`config.mk`:
```
export PLATFORM = sky130hd
export DESIGN_NAME = draw_address_gen
export DESIGN_NICKNAME = d
export VERILOG_FILES = /design/src/rtl/draw_address_gen_pkg.sv /design/src/rtl/draw_address_gen_raster_counter.sv /design/src/rtl/draw_address_gen.sv
export SDC_FILE = /design/constraint.sdc
export NUM_CORES = 1
export LEC_CHECK = 0
export ABC_CLOCK_PERIOD_IN_PS = 4900
export BUFFER_PORTS_ARGS = -buffer_cell sky130_fd_sc_hd__buf_4
export CAP_MARGIN = 30
export CORE_UTILIZATION = 39
export CTS_CLUSTER_DIAMETER = 120
export CTS_CLUSTER_SIZE = 12
export DETAILED_ROUTE_END_ITERATION = 8
export GPL_TIMING_DRIVEN = 0
export SLEW_MARGIN = 20
export SYNTH_ARGS = -nofsm -noshare
export SYNTH_HDL_FRONTEND = slang
export SYNTH_HIERARCHICAL = 1
export SYNTH_SLANG_ARGS = --single-unit
export TNS_END_PERCENT = 10
```
`constraint.sdc`:
```
create_clock -name clock -period 4.9 [get_ports clock]
set_clock_uncertainty 0.2 [all_clocks]
set_input_delay 0.98 -clock clock [delete_from_list [all_inputs] [get_ports clock]]
set_output_delay 0.98 -clock clock [all_outputs]
set_load 0.03 [all_outputs]
```
`src/rtl/draw_address_gen_pkg.sv`:
```
// Shared constants for the rectangle address generator: region select codes,
// per-region sizes and FSM state encodings.
package draw_address_gen_pkg;

  localparam logic [1:0] MODE_FULL   = 2'b00;
  localparam logic [1:0] MODE_CANVAS = 2'b01;
  localparam logic [1:0] MODE_ANSWER = 2'b10;
  localparam logic [1:0] MODE_CUSTOM = 2'b11;

  localparam int FULL_W   = 160;
  localparam int FULL_H   = 120;
  localparam int CANVAS_W = 115;
  localparam int CANVAS_H = 70;
  localparam int ANSWER_W = 21;
  localparam int ANSWER_H = 17;

  localparam logic [1:0] ST_IDLE  = 2'd0;
  localparam logic [1:0] ST_SWEEP = 2'd1;
  localparam logic [1:0] ST_DONE  = 2'd2;

endpackage

```
`src/rtl/draw_address_gen_raster_counter.sv`:
```
// Raster position counter: x runs 0..w-1 inside y 0..h-1, wrapping to (0,0)
// after the last position so it always rests at the origin between sweeps.
module raster_counter #(
  parameter int X_W = 8,
  parameter int Y_W = 7
) (
  input  logic           clock,
  input  logic           resetn,
  input  logic [X_W-1:0] w,
  input  logic [Y_W-1:0] h,
  input  logic           advance,
  output logic [X_W-1:0] xpos,
  output logic [Y_W-1:0] ypos,
  output logic           last
);

  logic [X_W-1:0] xpos_q, xpos_d;
  logic [Y_W-1:0] ypos_q, ypos_d;
  logic           x_end, y_end;

  // NOTE: every variable assigned here gets a default first, so no path can leave one unassigned and infer a latch.
  always_comb begin
    x_end  = (xpos_q == w - X_W'(1));
    y_end  = (ypos_q == h - Y_W'(1));
    last   = x_end && y_end;
    xpos_d = xpos_q;
    ypos_d = ypos_q;
    if (advance) begin
      if (x_end) begin
        xpos_d = '0;
        ypos_d = y_end ? '0 : ypos_q + Y_W'(1);
      end else begin
        xpos_d = xpos_q + X_W'(1);
      end
    end
  end

  // NOTE: sequential state uses non-blocking assignments so every flop samples pre-edge values.
  always_ff @(posedge clock or negedge resetn) begin
    if (!resetn) begin
      xpos_q <= '0;
      ypos_q <= '0;
    end else begin
      xpos_q <= xpos_d;
      ypos_q <= ypos_d;
    end
  end

  assign xpos = xpos_q;
  assign ypos = ypos_q;

endmodule

```
`src/rtl/draw_address_gen.sv`:
```
// Sweeps a rectangle in raster order and presents each on-screen pixel address
// {y,x} on a registered valid/ready port; off-screen pixels are skipped silently.
module draw_address_gen
  import draw_address_gen_pkg::*;
#(
  parameter int X_W      = 8,
  parameter int Y_W      = 7,
  parameter int SCREEN_W = 160,
  parameter int SCREEN_H = 120
) (
  input  logic               clock,
  input  logic               resetn,
  input  logic               start,
  input  logic [1:0]         mode,
  input  logic [X_W-1:0]     startX,
  input  logic [Y_W-1:0]     startY,
  input  logic [X_W-1:0]     width,
  input  logic [Y_W-1:0]     height,
  input  logic               ready,
  output logic [X_W+Y_W-1:0] out,
  output logic               valid,
  output logic               busy,
  output logic               done
);

  logic [1:0]         state_q, state_d;
  logic [X_W-1:0]     org_x_q, org_x_d, size_w_q, size_w_d;
  logic [Y_W-1:0]     org_y_q, org_y_d, size_h_q, size_h_d;
  logic [X_W+Y_W-1:0] out_q, out_d;
  logic               valid_q, valid_d;
  logic               issued_all_q, issued_all_d;

  logic [X_W-1:0] req_x, req_w, cur_x, cur_w, xpos;
  logic [Y_W-1:0] req_y, req_h, cur_y, cur_h, ypos;
  logic [X_W:0]   x_sum;
  logic [Y_W:0]   y_sum;
  logic           in_idle, accept, zero_size, on_screen, slot_free, compute, last;

  raster_counter #(.X_W(X_W), .Y_W(Y_W)) u_raster (
    .clock   (clock),
    .resetn  (resetn),
    .w       (cur_w),
    .h       (cur_h),
    .advance (compute),
    .xpos    (xpos),
    .ypos    (ypos),
    .last    (last)
  );

  always_comb begin
    req_x = startX;
    req_y = startY;
    req_w = width;
    req_h = height;
    case (mode)
      MODE_FULL:   begin req_x = '0; req_y = '0; req_w = X_W'(FULL_W); req_h = Y_W'(FULL_H); end
      MODE_CANVAS: begin req_w = X_W'(CANVAS_W); req_h = Y_W'(CANVAS_H); end
      MODE_ANSWER: begin req_w = X_W'(ANSWER_W); req_h = Y_W'(ANSWER_H); end
      default:     ;
    endcase
  end

  // In the accept cycle the first pixel is computed straight from the inputs,
  // so it is registered on the same edge that leaves IDLE.
  always_comb begin
    in_idle   = (state_q == ST_IDLE);
    accept    = in_idle && start;
    zero_size = (req_w == '0) || (req_h == '0);
    cur_x     = in_idle ? req_x : org_x_q;
    cur_y     = in_idle ? req_y : org_y_q;
    cur_w     = in_idle ? req_w : size_w_q;
    cur_h     = in_idle ? req_h : size_h_q;
    x_sum     = {1'b0, cur_x} + {1'b0, xpos};
    y_sum     = {1'b0, cur_y} + {1'b0, ypos};
    on_screen = (x_sum < (X_W+1)'(SCREEN_W)) && (y_sum < (Y_W+1)'(SCREEN_H));
    slot_free = !valid_q || ready;
    compute   = accept ? !zero_size
                       : ((state_q == ST_SWEEP) && slot_free && !issued_all_q);
  end

  always_comb begin
    state_d      = state_q;
    org_x_d      = org_x_q;
    org_y_d      = org_y_q;
    size_w_d     = size_w_q;
    size_h_d     = size_h_q;
    out_d        = out_q;
    valid_d      = valid_q && !ready;
    issued_all_d = issued_all_q;

    if (compute) begin
      issued_all_d = last;
      if (on_screen) begin
        out_d   = {y_sum[Y_W-1:0], x_sum[X_W-1:0]};
        valid_d = 1'b1;
      end
    end

    case (state_q)
      ST_IDLE: if (accept) begin
        org_x_d  = req_x;
        org_y_d  = req_y;
        size_w_d = req_w;
        size_h_d = req_h;
        state_d  = zero_size ? ST_DONE : ST_SWEEP;
      end
      // Off-screen last pixel retires in its compute cycle; on-screen waits for ready.
      ST_SWEEP: if (slot_free && (issued_all_q || (compute && last && !on_screen)))
        state_d = ST_DONE;
      default: begin
        state_d      = ST_IDLE;
        issued_all_d = 1'b0;
      end
    endcase
  end

  // NOTE: the async reset clears every flop here, including latched origin and size, so a fresh start never sees stale state.
  always_ff @(posedge clock or negedge resetn) begin
    if (!resetn) begin
      state_q      <= ST_IDLE;
      org_x_q      <= '0;
      org_y_q      <= '0;
      size_w_q     <= '0;
      size_h_q     <= '0;
      out_q        <= '0;
      valid_q      <= 1'b0;
      issued_all_q <= 1'b0;
    end else begin
      state_q      <= state_d;
      org_x_q      <= org_x_d;
      org_y_q      <= org_y_d;
      size_w_q     <= size_w_d;
      size_h_q     <= size_h_d;
      out_q        <= out_d;
      valid_q      <= valid_d;
      issued_all_q <= issued_all_d;
    end
  end

  assign out   = out_q;
  assign valid = valid_q;
  assign busy  = (state_q != ST_IDLE);
  assign done  = (state_q == ST_DONE);

endmodule

```
==> results by group, run 1 <==
Synth
  • Multiplexer share of the synthesized area: 5.28%
  • Seq cells post-synth: 64
  • Post-Syn Nets: 595
  • Share of synthesized registers carrying an async set or reset: 100%
  • Sequential-to-total area share from yosys stat: 34.7%
  • Synth Cell Area: 4620 um2
  • Dominant cells by area after synthesis: dfrtp_1, o21ai_0, ha_1, nand2_1, xnor2_1
  • Adder-Cell Fraction of Synth Area: 7.37%
  • List of most frequent post-synthesis cells: nand2_1, o21ai_0, dfrtp_1, inv_1, nor2_1
  • Top_reg_cell synth: dfrtp_1
  • Largest family of logic cells by synthesized area: compound AO/OA/AOI/OAI gates
  • Mapped Cells: 533
  • Post-synth EDFFs: 0
  • Most numerous cell in the Yosys netlist: nand2_1
  • Synth Area in XOR/XNOR: 5.31%
  • Synth Area in Compound Gates: 21.3%
  • Top cell type's share of synthesized area: 34.7%
  • Synth Area in Simple Gates: 21.0%
  • Area leader, netlist: dfrtp_1
  • Mean Syn Cell Area: 8.66 um2
  • Ys Warns: 6
  • Yosys cell types: 68

Pwr
  • Power Dens Cells: 219 nW/um2
  • Lkg Pwr: 2.45 nW
  • Maximum vdd ir drop: 0.171 mV
  • Total power: 0.00120 W

Min path
  • HP Class: flop to flop

Clock network
  • TritonCTS buffer count: 9
  • Clock root buffer: clkbuf_16
  • CTS tree: built
  • # hold bufs at CTS: 0
  • Clock Tree Buf Depth: 2
  • Clock transition at path regs: 50 ps
  • CTS Sinks: 64
  • H-tree depth: 3
  • Clk_lat worst skew: 340 ps

Timing
  • Fin crit share: 94.5%
  • Worst rel slew slack: 43.1%
  • FMAX: 216 MHz
  • Worst hold slack: 281 ps
  • Worst slew pin tran: 853 ps
  • Fin crit period: 4630 ps
  • Setup violators final: 0
  • Final Slew Violations: 0
  • Setup total negative slack: 0 ps
  • Fin. Hold Viols: 0
  • RSZ-0062 raised after global routing: false

Status
  • Run status: finished, final reports clean

Route
  • # DRC: 0
  • Detailed Route WL: 12200 um
  • Number of iterations in the first detailed-routing pass: 5
  • ANT nets after route: 0
  • Wire per inst: 16.4 um
  • DRT iter0 DRCs: 243
  • Routed via count: 4167
  • Vias/cell: 5.59

Setup path
  • R2r startpoint: state_q[1]
  • Setup crit end kind: flop
  • R2R Path End: out[7]
  • Reg2Reg Setup Slack: 520 ps
  • CP Cell Sequence: buf_4 > inv_1 > ha_1 > clkbuf_2 > nand2b_1 > o21ai_0 > ha_1 > inv_1 > fa_1 > nand2b_1 > a21o_1 > a211oi_1 > and4b_1 > nor4_4 > buf_4 > mux2_2
  • R2R cell count: 14
  • Worst EP arrival: 4650 ps
  • Critical Path Sink: out[7]
  • Crit path max fanout: 10
  • Worst setup SP type: input pin
  • Worst setup path start: mode[0]
  • Critical path required time: 4920 ps
  • Crit path kind: input pin to flop
  • Crit-path max cell delay: 450 ps
  • Slowest CP cell: o21ai_0

Global routing
  • Initial antenna violation count: 0
  • Global-route wire length before repair: 20800 um
  • Global Route Usage Sum: 21.3%
  • Number of global-route vias before repair: 4163
  • Pin count of the biggest net entering global routing: 65
  • Overflow after GRT: 0

Finish
  • Area growth syn-to-layout: 18.9%
  • Share of layout cells above drive strength 1: 18.2%
  • Number of diodes: 0
  • Post-Layout Cell Count: 746
  • Fin area: 5490 um2
  • Fill cell count: 1089
  • Layout Nets: 661

Placed design
  • Post-DP Area: 5190 um2
  • IO Port Bufs: 53
  • Placed Cells: 729
  • GPL Wtd Cong: 0.887
  • Final HPWL DP: 9310 um

Run
  • Maxcap violations: 0

Floorplanning
  • Die Ht: 111 um
  • Die Footprint: 12300 um2
  • DIE WIDTH: 111 um
  • Row Count: 39
  • IO Pins: 54
  • Core area: 11500 um2
  • Initial Utilization: 40.3%
[cells by family after synthesis]
logic type,Yosys count
AO/OA/AOI/OAI,153
adder cells (fa/ha/maj),26
flip-flops,64
buffers and inverters,56
AND/OR/NAND/NOR,186
multiplexers,20
XOR/XNOR,28
[power breakdown]
| group | switching (W) | internal [W] | leakage, nW |
|---|---|---|---|
| clock network | 0.000238 | 0.000365 | 0.134 |
| logic | 0.0000400 | 0.0000315 | 1.48 |
| registers | 0 | 0.000529 | 0.833 |
[routing by layer]
metal	up-vias	track usage [%]	share of wire (%)
li1	2041	-	-
met1	2018	27.0	45
met2	87	34.9	48
met3	21	3.61	3.8
met4	0	10.8	3.1
met5	-	0	0
[flip-flops by register name, indices dropped and copies added (netlist names)]
name           count
u_raster/ypos      7
size_h_q           7
u_raster/xpos      8
state_q            2
valid              1
org_x_q            8
size_w_q           8
issued_all_q       1
out               15
org_y_q            7
[cells in the final DEF, fill, tap and decap left out, types with 9 or more instances in the layout]
cell type and n:
xnor2_1 17, o21ai_0 64, nor2_1 29, xor2_1 11, buf_4 57, nor3_1 12, clkbuf_1 16, nand2_1 66
nand3_1 12, nor2b_1 10, nand2b_1 19, ha_1 24, inv_1 29, dfrtp_1 64, a21oi_1 28, clkbuf_16 9
[cell type report]
| cell class | instances | area [um2] | area share (%) |
|---|---|---|---|
| plain buffers | 25 | 120 | 2.19 |
| clock buffers | 12 | 256 | 4.67 |
| clock inverters | 3 | 17.5 | 0.319 |
| inverters | 31 | 116 | 2.12 |
| multi-input cells | 413 | 2790 | 50.8 |
| flip-flops and latches | 64 | 1600 | 29.2 |
| well taps | 143 | 179 | 3.26 |
| repair buffers | 55 | 413 | 7.52 |
[critical path, delay by kind of cell]
kind                       cells  cell delay (ps)
and+or+nand+nor                4              870
adders and majority gates      3              970
muxes                          1              330
buffers and inverters          5              610
AOI/OAI and AO/OA              3              890
[metrics by stage]
stage               setup slack (ps)  util, %
global placement                -495     45.3
global route                    29.9     47.9
finish                           269     47.9
detailed placement              -524     45.3
floorplan                        477        -
CTS                              120     47.8
[repair_timing]
item,CTS,global route
cloned,0,0
pin swaps,1,0
setup buffers,2,0
endpoints found under the setup margin,15,23
resized for setup,0,6
[worst min-delay path by stage]
stage	slack, ps	from	end	cells after the start
floorplan	250	org_x_q[0]	org_x_q[0]	2
global placement	260	org_x_q[6]	org_x_q[6]	2
detailed placement	270	org_x_q[0]	org_x_q[0]	2
CTS	280	org_y_q[4]	org_y_q[4]	2
global route	310	org_x_q[0]	org_x_q[0]	2
finish	280	org_y_q[4]	org_y_q[4]	2
No activity file was read; power rests on OpenSTA's default activity.
==> run 2: changes to the inputs <==
--- a/config.mk
+++ b/config.mk
@@ -5,14 +5,16 @@
 export SDC_FILE = /design/constraint.sdc
 export NUM_CORES = 1
 export LEC_CHECK = 0
-export ABC_CLOCK_PERIOD_IN_PS = 4900
+export ABC_CLOCK_PERIOD_IN_PS = 4300
 export BUFFER_PORTS_ARGS = -buffer_cell sky130_fd_sc_hd__buf_4
 export CAP_MARGIN = 30
 export CORE_UTILIZATION = 39
+export CTS_BUF_LIST = sky130_fd_sc_hd__clkbuf_4
 export CTS_CLUSTER_DIAMETER = 120
 export CTS_CLUSTER_SIZE = 12
 export DETAILED_ROUTE_END_ITERATION = 8
 export GPL_TIMING_DRIVEN = 0
+export RECOVER_POWER = 25
 export SLEW_MARGIN = 20
 export SYNTH_ARGS = -nofsm -noshare
 export SYNTH_HDL_FRONTEND = slang
==> constraint.sdc (replaced) <==
create_clock -name clock -period 4.3 [get_ports clock]
set_clock_uncertainty 0.2 [all_clocks]
set_input_delay 0.86 -clock clock [delete_from_list [all_inputs] [get_ports clock]]
set_output_delay 0.86 -clock clock [all_outputs]
set_load 0.03 [all_outputs]
==> run 2 against run 1 <==
The flow now finishes with violations (max-capacitance violations, max-slew violations). Largest cell class unchanged. Sequential power up 14%. Count of clock-buffer cells in the layout down 2. Critical endpoint is now state_q[0]. Largest power group is now registers. Total power down 9.3%. Final area down 2.6%.
==> results by group, run 2 (synthesis results as in run 1) <==
Route
  • Detailed Route WL: 12200 um (-0.65%)
  • ANT nets after route: 0 (unchanged)
  • Wire per inst: 16.3 um (-0.52%)
  • # DRC: 0 (unchanged)
  • Length of routed wiring on met1: 5670 um (+2.5%)
  • Vias/cell: 5.62 (+0.64%)
  • Number of iterations in the first detailed-routing pass: 4 (-1)
  • Routed via count: 4188 (+0.50%)
  • Met3 WL: 520 um (+13%)
  • Met2 WL: 5800 um (-1.2%)
  • DRT iter0 DRCs: 229 (-5.8%)
  • Uppermost layer routed: met4

Clock network
  • Clock Tree Buf Depth: 2 (unchanged)
  • Clk_lat worst skew: 430 ps (+90 ps)
  • CTS Sinks: 64 (unchanged)
  • TritonCTS buffer count: 9 (unchanged)
  • Clock root buffer: clkbuf_4
  • H-tree depth: 3 (unchanged)
  • Clock transition at path regs: 110 ps (+60 ps)
  • CTS tree: built

Global routing
  • Global Route Usage Sum: 20.2% (-1.1 points)
  • Pin count of the biggest net entering global routing: 65 (unchanged)
  • Global-route wire length before repair: 19900 um (-4.3%)
  • Initial antenna violation count: 0 (unchanged)
  • Number of global-route vias before repair: 4008 (-3.7%)
  • Overflow after GRT: 0 (unchanged)

Placed design
  • Post-DP Area: 5200 um2 (+0.17%)
  • IO Port Bufs: 53 (unchanged)
  • GPL Wtd Cong: 0.805 (-9.3%)
  • Placed Cells: 729 (unchanged)
  • Final HPWL DP: 9030 um (-3.0%)

Setup path
  • Setup crit end kind: flop
  • Worst setup path start: mode[0]
  • Critical path required time: 4370 ps (-550 ps)
  • Crit path kind: input pin to flop
  • Worst setup SP type: input pin
  • Crit path max fanout: 10 (unchanged)
  • Worst EP arrival: 4150 ps (-500 ps)
  • R2r startpoint: state_q[1]

Floorplanning
  • Row Count: 39 (unchanged)
  • IO Pins: 54 (unchanged)
  • Die Footprint: 12300 um2 (unchanged)
  • DIE WIDTH: 111 um (unchanged)
  • Core area: 11500 um2 (unchanged)
  • Initial Utilization: 40.3% (unchanged)
  • Die Ht: 111 um (unchanged)

Timing
  • Worst hold slack: 297 ps (+15.4 ps)
  • Worst rel slew slack: -9.70% (-53 points)
  • Setup violators final: 0 (unchanged)
  • Final Slew Violations: 65 (+65)
  • Worst slew pin tran: 1650 ps (+793 ps)
  • Fin crit period: 4080 ps
  • RSZ-0062 raised after global routing: false
  • FMAX: 245 MHz
  • Fin. Hold Viols: 0 (unchanged)
  • Fin crit share: 94.8%

Status
  • Violated checks: max-capacitance violations, max-slew violations
  • Run status: finished with violations

Finish
  • Commonest cells after routing, fill and taps aside: nand2_1, dfrtp_1, o21ai_0
  • Fin area: 5350 um2 (-2.6%)
  • Layout Nets: 660 (-0.15%)
  • Share of layout cells above drive strength 1: 19.3% (+1.0 points)
  • Most common cell after layout, fill and taps aside: nand2_1
  • Post-Layout Cell Count: 745 (-0.13%)
  • Max reg flops: 15 (unchanged)
  • Area growth syn-to-layout: 15.8%
  • Number of diodes: 0 (unchanged)

Pwr
  • Total power: 0.00109 W (-9.3%)
  • Lkg Pwr: 2.39 nW (-2.4%)
  • Power Dens Cells: 204 nW/um2 (-6.9%)
  • Maximum vdd ir drop: 0.158 mV (-7.3%)

Run
  • Maxcap violations: 1 (+1)

Min path
  • HP Class: flop to flop
  • HP Start: org_x_q[0]
-- run 2: critical path, stage by stage --
cell and delay, ps:
buf_4 90, ha_1 230, buf_2 240, clkbuf_2 240, a21oi_1 110, o21ai_0 140
buf_2 220, inv_1 80, ha_1 300, xnor2_1 130, a211o_1 230, a211oi_1 300
o311ai_2 270, nor3_1 370, o311a_2 250, o21ai_0 70
-- run 2: repair_timing --
| action | in CTS | in global routing |
|---|---|---|
| buffers inserted | 2 | 0 |
| hold buffers | 0 | 0 |
| setup endpoints to repair | 26 | 32 |
| pin swaps | 1 | 0 |
| resized for setup | 2 | 13 |
-- run 2: stage by stage --
step | setup WS [ps] | utilization, % | setup TNS (ps)
after detailed placement | -810 | 45.4 | -19070
after global placement | -778 | 45.4 | -16610
final | 222 | 46.6 | 0
after floorplan | 6.14 | - | 0
after CTS | 20.1 | 46.6 | 0
after global routing | 9.40 | 46.6 | 0
-- run 2: path summary, 6_finish.rpt --
kind,to,cells past startpoint,slack (ps)
hold / removal,org_x_q[0],2,300
setup reg to reg,out[1],14,240
max in group asynchronous,u_raster/ypos[2],1,2280
hold reg to reg,org_x_q[0],2,300
setup / recovery,state_q[0],16,220
min in group asynchronous,size_h_q[2],1,620
-- run 2: routing by layer --
layer,up-vias,GRT usage (%)
li1,2034,-
met1,2045,26.9
met2,97,32.5
met3,12,5.08
met4,0,5.51
met5,-,0
-- run 2: cell type report --
class,count,area [um2]
Buffer,24,119
Fill cell,1101,6120
Timing Repair Buffer,55,410
Tap cell,143,179
Clock inverter,5,48.8
Multi-Input combinational cell,413,2800
Sequential cell,64,1600
Clock buffer,10,75.1
Inverter,31,116
-- run 2: power breakdown --
group / leakage, nW / internal, W / switching [W] / total, W
clock: 0.0734 / 0.000176 / 0.000232 / 0.000408
sequential: 0.833 / 0.000602 / 0 / 0.000602
combinational: 1.48 / 0.0000357 / 0.0000465 / 0.0000822
==> run 3: changes to the inputs <==
--- a/config.mk
+++ b/config.mk
@@ -5,7 +5,7 @@
 export SDC_FILE = /design/constraint.sdc
 export NUM_CORES = 1
 export LEC_CHECK = 0
-export ABC_CLOCK_PERIOD_IN_PS = 4300
+export ABC_CLOCK_PERIOD_IN_PS = 3890
 export BUFFER_PORTS_ARGS = -buffer_cell sky130_fd_sc_hd__buf_4
 export CAP_MARGIN = 30
 export CORE_UTILIZATION = 39
==> constraint.sdc (replaced) <==
create_clock -name clock -period 3.89 [get_ports clock]
set_clock_uncertainty 0.2 [all_clocks]
set_input_delay 0.778 -clock clock [delete_from_list [all_inputs] [get_ports clock]]
set_output_delay 0.778 -clock clock [all_outputs]
set_load 0.03 [all_outputs]
==> run 3 against run 2 <==
Sequential share of layout area fell by 1.1 points. Critical path depth fell by 2. Worst hold slack got worse by 0.99 ps. Via count fell by 0.55%. Non-clock buffer count increased by 5. Sequential power increased by 10%. Global-route usage increased by 0.76 points. Largest power group unchanged. Final area grew 4.0%. Die area did not move. Clock power decreased by 3%. The run still ends with max-capacitance violations, max-slew violations left. Count of clock-buffer cells in the layout increased by 1. Combinational power rose by 23%.
==> results by group, run 3 (synthesis results as in run 1) <==
Status
  • Run status: finished with violations
  • Violated checks: max-capacitance violations, max-slew violations

Global routing
  • Pin count of the biggest net entering global routing: 65 (unchanged)
  • Global Route Usage Sum: 21.0% (+0.76 points)
  • Global-route wire length before repair: 20500 um (+3.1%)
  • Overflow after GRT: 0 (unchanged)
  • Initial antenna violation count: 0 (unchanged)
  • Number of global-route vias before repair: 4096 (+2.2%)

Floorplanning
  • Core area: 11500 um2 (unchanged)
  • Die Ht: 111 um (unchanged)
  • Die Footprint: 12300 um2 (unchanged)
  • Initial Utilization: 40.3% (unchanged)
  • Row Count: 39 (unchanged)
  • DIE WIDTH: 111 um (unchanged)
  • IO Pins: 54 (unchanged)

Timing
  • Worst rel slew slack: -10.3% (-0.59 points)
  • Setup violators final: 0 (unchanged)
  • Setup total negative slack: 0 ps (unchanged)
  • Worst hold slack: 296 ps (-0.990 ps)
  • Worst setup margin: 54.5 ps (-167 ps)
  • Final Slew Violations: 65 (unchanged)
  • Fin crit period: 3840 ps
  • Worst slew pin tran: 1650 ps (+8.78 ps)
  • Fin crit share: 98.6%
  • FMAX: 261 MHz
  • RSZ-0062 raised after global routing: true
  • Fin. Hold Viols: 0 (unchanged)

Setup path
  • Crit path max fanout: 10 (unchanged)
  • Crit path buf inv count: 4 (-1)
  • Critical path required time: 4010 ps (-360 ps)
  • Worst EP arrival: 3950 ps (-200 ps)
  • Crit-path max cell delay: 500 ps (+130 ps)
  • CP delay by family, top: simple AND/OR/NAND/NOR gates
  • Slowest CP cell: or4b_4
  • Worst setup SP type: input pin
  • Setup crit end kind: flop
  • Worst setup path start: mode[1]
  • Worst path most repeated cell: buf_4
  • Crit path kind: input pin to flop
  • R2r startpoint: state_q[1]
  • CP Cell Sequence: buf_4 > inv_12 > ha_4 > clkbuf_8 > nand2b_1 > o21ai_0 > ha_2 > o21ai_4 > nor4b_2 > or4b_4 > o221a_4 > nor4_4 > buf_4 > mux2_2

Route
  • Routed via count: 4165 (-0.55%)
  • Wire per inst: 16.5 um (+1.2%)
  • Vias/cell: 5.55 (-1.3%)
  • Detailed Route WL: 12400 um (+2.0%)
  • # DRC: 0 (unchanged)
  • DRT iter0 DRCs: 216 (-5.7%)
  • ANT nets after route: 0 (unchanged)
  • Number of iterations in the first detailed-routing pass: 5 (+1)

Clock network
  • H-tree depth: 3 (unchanged)
  • Clock transition at path regs: 110 ps (about the same)
  • CTS tree: built
  • CTS Sinks: 64 (unchanged)
  • Clock Tree Buf Depth: 2 (unchanged)
  • Clk_lat worst skew: 430 ps (about the same)
  • Clock root buffer: clkbuf_4
  • TritonCTS buffer count: 9 (unchanged)

Pwr
  • Lkg Pwr: 2.43 nW (+1.6%)
  • Total power: 0.00116 W (+6.4%)
  • Maximum vdd ir drop: 0.134 mV (-16%)
  • Power Dens Cells: 209 nW/um2 (+2.3%)

Placed design
  • GPL Wtd Cong: 0.856 (+6.3%)
  • Pre-CTS WS: -945 ps (-135 ps)
  • Final HPWL DP: 9250 um (+2.4%)
  • IO Port Bufs: 53 (unchanged)

Min path
  • HP Class: flop to flop
  • HP Start: org_y_q[3]

Finish
  • Number of diodes: 0 (unchanged)
  • Share of layout cells above drive strength 1: 23.7% (+4.4 points)
  • Max reg flops: 15 (unchanged)
  • Most common cell after layout, fill and taps aside: nand2_1
  • Area growth syn-to-layout: 20.5%
  • Commonest cells after routing, fill and taps aside: nand2_1, dfrtp_1, buf_4
  • Layout Nets: 665 (+0.76%)

Run
  • Maxcap violations: 1 (unchanged)
==> run 3: per-stage QoR <==
step	utilization, %	area (um2)	cells
floorplan	-	4710	533
global placement	46.1	5290	729
detailed placement	46.1	5290	729
CTS	47.4	5440	747
global route	48.5	5560	751
finish	48.5	5560	751
==> run 3: what timing repair did <==
| item | in CTS | in global routing |
|---|---|---|
| resized for setup | 18 | 34 |
| setup buffers | 2 | 4 |
| endpoints found under the setup margin | 31 | 31 |
| gates cloned | 0 | 0 |
| pin swaps | 1 | 7 |
| hold buffers | 0 | 0 |
==> run 3: final timing paths <==
kind                          endpoint  slack (ps)  cells past startpoint
setup / recovery                out[7]          50                     14
hold / removal              org_y_q[3]         300                      2
setup reg to reg                out[7]          80                     12
hold reg to reg             org_y_q[3]         300                      2
max in group asynchronous   state_q[1]        1850                      1
min in group asynchronous  size_h_q[5]         540                      1
==> run 3: layer usage <==
layer / vias to the layer above / global-route usage (%) / routed length, um
met5: - / 0 / 0
met4: 0 / 5.96 / 208
met3: 11 / 4.37 / 423
met2: 74 / 34.9 / 6000
met1: 2028 / 27.4 / 5780
li1: 2052 / - / -
==> run 3: layout make-up <==
| cell class | instances | area (um2) |
|---|---|---|
| Buffer | 25 | 155 |
| Clock buffer | 11 | 82.6 |
| Clock inverter | 5 | 23.8 |
| Fill cell | 1110 | 5900 |
| Inverter | 31 | 138 |
| Multi-Input combinational cell | 413 | 2940 |
| Sequential cell | 64 | 1600 |
| Tap cell | 143 | 179 |
| Timing Repair Buffer | 59 | 440 |
==> run 3: report_power, final <==
group          switching, W  internal [W]  leakage [nW]
combinational     0.0000555     0.0000450          1.54
clock              0.000258      0.000139        0.0594
sequential                0      0.000665         0.831
==> run 3: worst min-delay path: stages, from the launching register on <==
cell,delay [ps]
dfrtp_1,360
nand2_1,50
o21ai_0,60
